$ cat src/rtl/spi_bus_arbiter.sv
`default_nettype none
// +----------------------------------------------------------------------------+
// | Module      : spi_bus_arbiter                                              |
// | Description : Shares one SPI master between NREQ clients. Round-robin      |
// |               grant, per-client active-low chip select, one-cycle start    |
// |               pulse to the master and a minimum CS-high restart gap that   |
// |               is counted in prescaler ticks.                               |
// | Option      : SPI_ARB_TIMEOUT_EN - when defined, a transfer that sees      |
// |               TIMEOUT_TICKS ticks in BUSY without spi_done is aborted      |
// |               (abort pulse, CS released). Undefined: abort is tied low.    |
// | Ports       : clock, reset_n (async, active low), tick (prescaler pulse),  |
// |               req[NREQ] (request levels), grant[NREQ] (one-hot),           |
// |               cs_n[NREQ] (= ~grant), sel[SELW] (current/last winner),      |
// |               spi_start (pulse to master), spi_done (pulse from master),   |
// |               busy (not idle), abort (timeout pulse).                      |
// | Revision    : 1.0 - initial release                                        |
// +----------------------------------------------------------------------------+
module spi_bus_arbiter #(
  parameter int NREQ          = 4,
  parameter int SELW          = 2,
  parameter int GAP_TICKS     = 2,
  parameter int TIMEOUT_TICKS = 255
) (
  input  logic            clock,
  input  logic            reset_n,
  input  logic            tick,
  input  logic [NREQ-1:0] req,
  output logic [NREQ-1:0] grant,
  output logic [NREQ-1:0] cs_n,
  output logic [SELW-1:0] sel,
  output logic            spi_start,
  input  logic            spi_done,
  output logic            busy,
  output logic            abort
);

  typedef enum logic [1:0] {
    S_IDLE  = 2'd0,
    S_START = 2'd1,
    S_BUSY  = 2'd2,
    S_GAP   = 2'd3
  } state_t;

  // For GAP_TICKS==0 this wraps to 255, but the GAP state is never entered then.
  localparam logic [7:0] c_gap_last   = 8'(GAP_TICKS - 1);
  localparam state_t     c_after_xfer = (GAP_TICKS == 0) ? S_IDLE : S_GAP;

  generate
    if (NREQ < 2 || NREQ > 8 || SELW != $clog2(NREQ) ||
        GAP_TICKS < 0 || GAP_TICKS > 255 ||
        TIMEOUT_TICKS < 1 || TIMEOUT_TICKS > 255) begin : g_bad_param
      $error("spi_bus_arbiter: parameter out of range");
    end
  endgenerate

  state_t          r_state, w_state;
  logic [NREQ-1:0] r_grant, w_grant;
  logic [SELW-1:0] r_sel,   w_sel;
  logic [SELW-1:0] r_last,  w_last;
  logic [7:0]      r_gap_cnt, w_gap_cnt;
  logic            r_start, w_start;
  logic            w_any;
  logic [SELW-1:0] w_win;

`ifdef SPI_ARB_TIMEOUT_EN
  localparam logic [7:0] c_to_last = 8'(TIMEOUT_TICKS - 1);
  logic [7:0] r_to_cnt, w_to_cnt;
  logic       r_abort,  w_abort;
`endif

  // Round-robin pick: scan offsets 1..NREQ from the last winner. The loop runs
  // from the farthest offset down so the nearest requester overwrites last.
  always_comb begin
    w_any = |req;
    w_win = '0;
    for (int k = NREQ; k >= 1; k--) begin
      if (req[SELW'((int'(r_last) + k) % NREQ)]) begin
        w_win = SELW'((int'(r_last) + k) % NREQ);
      end
    end
  end

  always_comb begin
    w_state   = r_state;
    w_grant   = r_grant;
    w_sel     = r_sel;
    w_last    = r_last;
    w_gap_cnt = r_gap_cnt;
    w_start   = 1'b0;
`ifdef SPI_ARB_TIMEOUT_EN
    w_to_cnt  = r_to_cnt;
    w_abort   = 1'b0;
`endif
    case (r_state)
      S_IDLE: begin
        if (w_any) begin
          w_grant = NREQ'(1) << w_win;
          w_sel   = w_win;
          w_state = S_START;
        end
      end
      S_START: begin
        // Registered so the master sees the pulse one cycle after CS falls.
        w_start = 1'b1;
        w_state = S_BUSY;
`ifdef SPI_ARB_TIMEOUT_EN
        w_to_cnt = '0;
`endif
      end
      S_BUSY: begin
        if (spi_done) begin
          w_grant   = '0;
          w_last    = r_sel;
          w_gap_cnt = '0;
          w_state   = c_after_xfer;
        end
`ifdef SPI_ARB_TIMEOUT_EN
        else if (tick) begin
          if (r_to_cnt == c_to_last) begin
            w_grant   = '0;
            w_last    = r_sel;
            w_gap_cnt = '0;
            w_abort   = 1'b1;
            w_state   = c_after_xfer;
          end else begin
            w_to_cnt = r_to_cnt + 8'd1;
          end
        end
`endif
      end
      S_GAP: begin
        if (tick) begin
          if (r_gap_cnt == c_gap_last) begin
            w_state = S_IDLE;
          end else begin
            w_gap_cnt = r_gap_cnt + 8'd1;
          end
        end
      end
      default: w_state = S_IDLE;
    endcase
  end

  always_ff @(posedge clock or negedge reset_n) begin
    if (!reset_n) begin
      r_state   <= S_IDLE;
      r_grant   <= '0;
      r_sel     <= '0;
      r_last    <= SELW'(NREQ - 1);
      r_gap_cnt <= '0;
      r_start   <= 1'b0;
`ifdef SPI_ARB_TIMEOUT_EN
      r_to_cnt  <= '0;
      r_abort   <= 1'b0;
`endif
    end else begin
      r_state   <= w_state;
      r_grant   <= w_grant;
      r_sel     <= w_sel;
      r_last    <= w_last;
      r_gap_cnt <= w_gap_cnt;
      r_start   <= w_start;
`ifdef SPI_ARB_TIMEOUT_EN
      r_to_cnt  <= w_to_cnt;
      r_abort   <= w_abort;
`endif
    end
  end

  assign grant     = r_grant;
  assign cs_n      = ~r_grant;
  assign sel       = r_sel;
  assign spi_start = r_start;
  assign busy      = (r_state != S_IDLE);
`ifdef SPI_ARB_TIMEOUT_EN
  assign abort     = r_abort;
`else
  assign abort     = 1'b0;
`endif

endmodule
`default_nettype wire

$ cat config.mk
export PLATFORM = sky130hd
export DESIGN_NAME = spi_bus_arbiter
export DESIGN_NICKNAME = d
export VERILOG_FILES = /design/src/rtl/spi_bus_arbiter.sv
export SDC_FILE = /design/constraint.sdc
export NUM_CORES = 1
export LEC_CHECK = 0
export BUFFER_PORTS_ARGS = -buffer_cell sky130_fd_sc_hd__buf_2
export CORE_MARGIN = 2
export CORE_UTILIZATION = 53
export CTS_CLUSTER_DIAMETER = 50
export DETAILED_ROUTE_END_ITERATION = 6
export PLACE_DENSITY = 0.86
export SYNTH_ARGS = -nofsm -noshare
export SYNTH_HDL_FRONTEND = slang
export SYNTH_SLANG_ARGS = --single-unit
$ cat constraint.sdc
create_clock -name clock -period 2 [get_ports clock]
set_input_delay 0.1 -clock clock [delete_from_list [all_inputs] [get_ports clock]]
set_output_delay 0.1 -clock clock [all_outputs]
set_load 0.005 [all_outputs]
# Word level (Yosys, flattened, before mapping)
# Cells that the tools add are included.
# word_totals
ff_bits	19
in_bits	8
elab_cells	65
# classes
addsub	5
magnitude_cmp	4
eq_ne	9
n_shift	1
n_mux	29
bitwise_logic	1
n_reduce_logical	10
# ops
cell	count
two-way mux 8 bit	3
< comparator 2 x 4 -> 1 bit, second input constant	4
two-way mux 2 bit	8
one-hot mux 8 bit (2 select lines)	1
inequality test 2 bit, second input constant	5
two-way mux 1 bit	9
adder 8 x 1 -> 8 bit, second input constant	1
binary-select mux 1 bit (select 2 bit)	4
equality test 8 x 1 -> 1 bit, second input constant	1
two-way mux 4 bit	2
one-hot mux 2 bit (4 select lines)	1
one-hot mux 4 bit (2 select lines)	1
AND reduction 4 bit	2
nonzero test 2 bit	3
adder 2 x 1 -> 2 bit, second input constant	2
adder 2 bit, second input constant	2
equality test 2 bit, second input constant	2
NOT 4 bit	1
AND reduction 2 bit	2
OR reduction 4 bit	1
<< shifter 1 x 2 -> 4 bit, first input constant	1
AND reduction 3 bit	1
equality test 2 x 1 -> 1 bit, second input constant	1
logical NOT 2 bit	1

# Logic depth before layout (Yosys ltp)
# Gate-level depths: netlist (run 1).
# logic_depth
depth_word	11
ltp_mapped	7

# Least setup slack after synthesis (run 1)
# OpenSTA, ideal clock, no wires.
# synth_path
path_type	register to register
startpoint	register r_state[0]
endpoint	register r_gap_cnt[7]
setup_ps	125
t_arrival_ps	1694
path_slack_ps	181
path_stages_with_launch	8
synth_period_minus_slack_ps	1819
cell_sequence	dfrtp_1 inv_1 ha_1 nor2b_1 clkbuf_1 nor4_4 nand3_2 mux2_4
# synth_via
elab_chain_len	3
word_cells_on_any_way	8
cone_classes	eq/ne (5); mux (1); reduce/logical (2)
# synth_rtl
element	line_no	source
start, declared	56	state_t r_state, w_state;
start signal, assigned	157	r_state <= w_state;
equality test 2 bit	94	case (r_state)
inequality test 2 bit (no line) or nonzero test 2 bit (tied branches)	-	
AND reduction 4 bit (no line)	-	
end signal, assigned	161	r_gap_cnt <= w_gap_cnt;
end, declared	60	logic [7:0] r_gap_cnt, w_gap_cnt;
# Parallel ways exist; a longest one is shown, timed or not.
# A chain may end at the register's enable or synchronous reset.

# Worst setup path in the final report (run 1)
# Same ends and word-level chain as after synthesis.

==> results of run 1 <==
==> critical path: stages, from the launching register on <==
cell and delay [ns]:
dfrtp_1 0.43, buf_4 0.15, ha_1 0.28, mux2i_2 0.24, nor4_4 0.34, nand3_2 0.11
mux2_4 0.30
==> worst paths after layout <==
path | slack (ns) | depth (start not counted) | end
worst max-delay path | 0.04 | 6 | r_gap_cnt[7]
worst min-delay path | 0.20 | 4 | r_gap_cnt[1]
worst max register to register | 0.04 | 6 | r_gap_cnt[7]
worst min register to register | 0.53 | 2 | sel[0]
max in group asynchronous | 1.43 | 2 | r_last[0]
min in group asynchronous | 0.25 | 2 | sel[1]
==> cells in the final DEF (no fill, tap or decap), types with 2 or more instances in the layout <==
master,instances
mux2_2,5
clkbuf_4,3
buf_4,4
a21oi_1,4
o2bb2ai_1,4
a311oi_1,2
o21ai_0,3
nand2_1,6
nor2_1,14
dfstp_2,2
inv_1,10
nor3_1,2
nor2b_1,3
dfrtp_1,17
buf_2,19
nor4_1,2
xnor2_1,4
ha_1,5
nand3_1,4
nand2b_1,4
==> routing by layer <==
metal / GRT usage, % / part of all wire, % / vias to the layer above / wire length (um)
li1: - / - / 442 / -
met1: 22.6 / 43 / 434 / 1010
met2: 38.7 / 51 / 27 / 1200
met3: 5.76 / 4.7 / 6 / 111
met4: 8.33 / 1.9 / 0 / 46
met5: 0 / 0 / - / 0
==> where the power goes <==
group / internal (mW) / leakage, nW / switching, mW
clock network: 0.0780 / 0.0150 / 0.124
logic: 0.379 / 0.326 / 0.422
registers: 0.529 / 0.245 / 0.122
==> cells by family (layout without fill, tap and decap cells) <==
logic type / count (synthesis) / after routing / share of synthesized area (%)
and+or+nand+nor: 41 / 41 / 20.2
AOI/OAI and AO/OA: 20 / 20 / 13.0
DFF: 19 / 19 / 43.6
buffers and inverters: 12 / 38 / 4.45
muxes: 8 / 8 / 8.33
adders and majority gates: 6 / 6 / 6.85
xor gates and xnor gates: 4 / 4 / 3.20
other: 1 / 1 / 0.342
==> state kept, by name, summed over array words and instances, names as in the netlist <==
name       count
r_state        2
spi_start      1
grant          4
r_gap_cnt      8
sel            2
r_last         2
==> final cells by class <==
type                    instances  area, sq um
fillers                       180          676
flip-flops and latches         19          478
inverters                      10         37.5
repair buffers                 24          135
well taps                      27         33.8
clock buffers                   4         26.3
multi-input cells              80          576
==> metrics by stage <==
| step | worst slack, ns | TNS, ns | util [%] | instance area, sq um |
|---|---|---|---|---|
| after floorplan | 0.181 | 0 | - | 1100 |
| after global placement | 0.172 | 0 | 62.6 | 1230 |
| after detailed placement | 0.0122 | 0 | 62.6 | 1230 |
| after CTS | 0.0284 | 0 | 64.5 | 1260 |
| after global routing | -0.0328 | -0.0404 | 65.6 | 1290 |
| final | 0.0424 | 0 | 65.6 | 1290 |
==> repair_timing <==
item | CTS | global route
buffers inserted | 0 | 2
gates resized for setup | 1 | 2
setup endpoints to repair | 2 | 6
hold endpoints to repair | 17 | 0
cloned | 0 | 0
hold buffers | 1 | 0
==> results_dict.tcl, run 1 <==
set metrics [dict create \
    initial_core_util_pct 55.9 \
    cp.required_ns 2.20 \
    synth.net_count 125 \
    syn_area_sq_mm 0.00110 \
    cts_tree "built" \
    core-area_sq_mm 0.00196 \
    finClkSkew_ns 0.00406 \
    postRouteAntennaNets 0 \
    ys_warn_count 0 \
    ys_ff_latch 19 \
    grt_pass1_vias 851 \
    pin_count 21 \
    hold_slack_ns 0.196 \
    diodes 0 \
    p_per_area_mw_per_mm2 1290 \
    ys.flop_type "dfrtp_1" \
    finalPower_mw 1.65 \
    startpoint_type "flop" \
    worstHoldStart "tick" \
    routed_via_density 5.54 \
    avgSynthCellArea_sq_um 9.87 \
    antenna_found_initial 0 \
    first_pass_iters 4 \
    synth_top_area_share_pct 38.8 \
    maxCapViolCount 0 \
    place.gp.congestion 0.893 \
    synth.top_cells.by_count "dfrtp_1 (17), nor2_1 (14), inv_1 (10)" \
    grt_max_degree 20 \
    drtIter0Drc 26 \
    fmax_ghz 0.511 \
    ys_seq_area_share_pct 43.6 \
    synth_edf_count 0 \
    r2r_start "r_state[0]" \
    placedCellCount 157 \
    yosysUniqueCellTypes 34 \
    die_x_um 49.5 \
    cp-startpoint "r_state[0]" \
    nNetsFinal 152 \
    placementRows 16 \
    cts.sinks 19 \
    clk_latency_ns 0.31 \
    wl_per_cell_um 14.4 \
    grt-ovfl-total 0 \
    end_kind "flop" \
    dp_hpwl_um 1760 \
    slew_headroom_pct 50.9 \
    timing.final.crit_share_pct 97.9 \
    instances_no_fill 164 \
    min_period_ns 1.96 \
    clk_pin_slew_ns 0.11 \
    setup_viol 0 \
    drc 0 \
    grt_pass1_wl_um 3790 \
    drive_gt1_share_pct 29.2 \
    h-tree-depth 1 \
    crit_arrival_ns 2.16 \
    async_flop_share_pct 100 \
    vias 909 \
    cts_buffers 3 \
    finalHoldViolations 0 \
    yosysTopAreaCell "dfrtp_1" \
    worstSetupPathType "flop to flop" \
    yosys-top-cells-area "dfrtp_1 (39%), ha_1 (6.8%), mux2_2 (5.1%)" \
    status "completed" \
    wirelength_um 2360 \
    vdd_ir_drop_max_mv 0.711 \
    die_y_um 49.5 \
    hp-class "input port to flop" \
    p_leak_nw 0.586 \
    yosysMostFrequentCell "dfrtp_1" \
    track_usage_pct 21.0 \
    io_buffers 19 \
    cp_max_fo 6 \
    synth_cells 111 \
    tightest_slew_ns 0.728 \
    root_buffer "clkbuf_4" \
    clock_path_buffers 2 \
    drv_slew 0 \
    syn2layout_area_growth_pct 17.4 \
    dieArea_sq_mm 0.00245 \
]
No activity file was read; power rests on OpenSTA's default activity.
==> inputs of run 2 (changes only) <==
--- a/config.mk
+++ b/config.mk
@@ -7,10 +7,11 @@
 export LEC_CHECK = 0
 export BUFFER_PORTS_ARGS = -buffer_cell sky130_fd_sc_hd__buf_2
 export CORE_MARGIN = 2
-export CORE_UTILIZATION = 53
+export CORE_UTILIZATION = 56
+export CTS_BUF_LIST = sky130_fd_sc_hd__clkbuf_2
 export CTS_CLUSTER_DIAMETER = 50
 export DETAILED_ROUTE_END_ITERATION = 6
-export PLACE_DENSITY = 0.86
+export PLACE_DENSITY = 0.9
 export SYNTH_ARGS = -nofsm -noshare
 export SYNTH_HDL_FRONTEND = slang
 export SYNTH_SLANG_ARGS = --single-unit
==> run 2 against run 1 <==
Effect of this change: register-to-register slack better by 0.03 ns; utilization is 1.4 points higher; clock skew is 0.0043 ns higher; power is 3.9% lower; critical path depth is 1 higher; fmax is 1.6% higher; clock power is 15% lower; flip-flop and latch count stayed put.
==> results_dict.tcl, run 2 (synthesized netlist as in run 1, its figures left out) <==
set metrics [dict create \
    status "completed" \
    wirelength_um 2250 \
    cp-startpoint "r_state[0]" \
    root_buffer "clkbuf_2" \
    final_common_cell "buf_2" \
    placedCellCount 158 \
    vdd_ir_drop_max_mv 0.954 \
    setup_viol 0 \
    power.internal_mw 0.946 \
    fillers 156 \
    reg2regPathDepth 7 \
    place.gp.congestion 0.874 \
    pwr-share-clk_pct 10.8 \
    r2r_start "r_state[0]" \
    min_period_ns 1.93 \
    syn2layout_area_growth_pct 16.2 \
    worstHoldStart "tick" \
    cts.sinks 19 \
    wl_per_cell_um 13.7 \
    multi_input_area_sq_um 569 \
    drive_gt1_share_pct 28.5 \
    track_usage_pct 23.0 \
    die_y_um 48.2 \
    p_leak_nw 0.589 \
    pin_count 21 \
    clk_pin_slew_ns 0.18 \
    tightest_slew_ns 0.723 \
    grt_pass1_wl_um 3680 \
    grt-ovfl-total 0 \
    fmax_ghz 0.519 \
    netSwitchingFraction_pct 40.5 \
    crit_arrival_ns 2.15 \
    drtIter0Drc 21 \
    power_frac_comb_pct 48.7 \
    finalSetupTns_ns 0 \
    finClkSkew_ns 0.00840 \
    p_per_area_mw_per_mm2 1250 \
    worstSetupPathType "flop to flop" \
    nNetsFinal 152 \
    hp-class "input port to flop" \
    largest_register_ffs 8 \
    grt_pass1_vias 871 \
    initial_core_util_pct 57.6 \
    r2r_setup_slack_ns 0.07 \
    first_pass_iters 4 \
    vias 918 \
    postRouteAntennaNets 0 \
    cts_buffers 3 \
    h-tree-depth 1 \
    core-area_sq_mm 0.00190 \
    clock_path_buffers 2 \
    maxCapViolCount 0 \
    slew_headroom_pct 51.1 \
    end_kind "flop" \
    die_x_um 48.2 \
    top_register "r_gap_cnt" \
    crit_path_end "r_gap_cnt[7]" \
    io_buffers 19 \
    ff_latch_area_sq_um 478 \
    timing.final.crit_share_pct 96.4 \
    placementRows 16 \
    finalHoldViolations 0 \
    instances_no_fill 164 \
    drv_slew 0 \
    share_seq_of_total_power_pct 40.5 \
    cp_max_fo 7 \
    cp.required_ns 2.22 \
    switching_power_mw 0.644 \
    dieArea_sq_mm 0.00233 \
    antenna_found_initial 0 \
    rsz0062_at_grt "no" \
    dp_hpwl_um 1740 \
    cts_resized 0 \
    cts_tree "built" \
    regToRegEndpoint "r_gap_cnt[7]" \
    layout_common_cells "buf_2 (19), dfrtp_1 (17), nor2_1 (14)" \
    startpoint_type "flop" \
    diodes 0 \
    grt_max_degree 20 \
    drc 0 \
    routed_via_density 5.60 \
    clk_latency_ns 0.31 \
]
-- run 2: worst min-delay path by stage --
stage | to | cells past startpoint
floorplan | grant[0] | 0
global placement | r_gap_cnt[3] | 1
detailed placement | r_gap_cnt[5] | 1
CTS | r_gap_cnt[1] | 4
global route | r_gap_cnt[1] | 4
finish | r_gap_cnt[1] | 4
-- run 2: worst max-delay path: stages, from the launching register on --
cell,delay [ns]
dfrtp_1,0.43
inv_1,0.08
ha_1,0.27
nor2b_1,0.16
buf_4,0.16
nor4_4,0.33
nand3_2,0.12
mux2_4,0.30
-- run 2: metal layers --
| metal | global-route usage, % | share of wire [%] | vias to the layer above |
|---|---|---|---|
| li1 | - | - | 437 |
| met1 | 25.4 | 41 | 445 |
| met2 | 41.8 | 53 | 32 |
| met3 | 4.07 | 4.7 | 4 |
| met4 | 11.4 | 0.71 | 0 |
| met5 | 0 | 0 | - |
-- run 2: power by group through the flow --
stage	clock network, mW	logic (mW)	registers (mW)
2_1_floorplan	0	0.501	0.633
3_3_place_gp	0	0.715	0.641
3_5_place_dp	0	0.752	0.651
4_1_cts	0.179	0.759	0.643
5_1_grt	0.191	0.866	0.666
6_report	0.172	0.774	0.644
-- run 2: cell type report --
class                   count  share of cell area (%)
multi-input cells          80                    44.7
flip-flops and latches     19                    37.5
inverters                  10                    2.95
well taps                  27                    2.65
repair buffers             24                    10.6
clock buffers               4                    1.57
-- run 2: metrics by stage --
stage	instance area [sq um]	hold slack, ns	setup WS (ns)	utilization [%]	power (mW)
after floorplan	1100	-0.196	0.181	-	1.13
after detailed placement	1240	0.0666	0.0802	65.0	1.40
after global routing	1270	0.183	0.00718	67.0	1.72
after CTS	1270	0.159	0.0634	66.6	1.58
final	1270	0.175	0.0723	67.0	1.59
after global placement	1240	0.0526	0.168	65.0	1.36
-- run 2: repair_timing --
action,CTS,global route
hold buffers,1,0
setup endpoints to repair,0,1
setup buffers,0,1
hold endpoints to repair,17,0
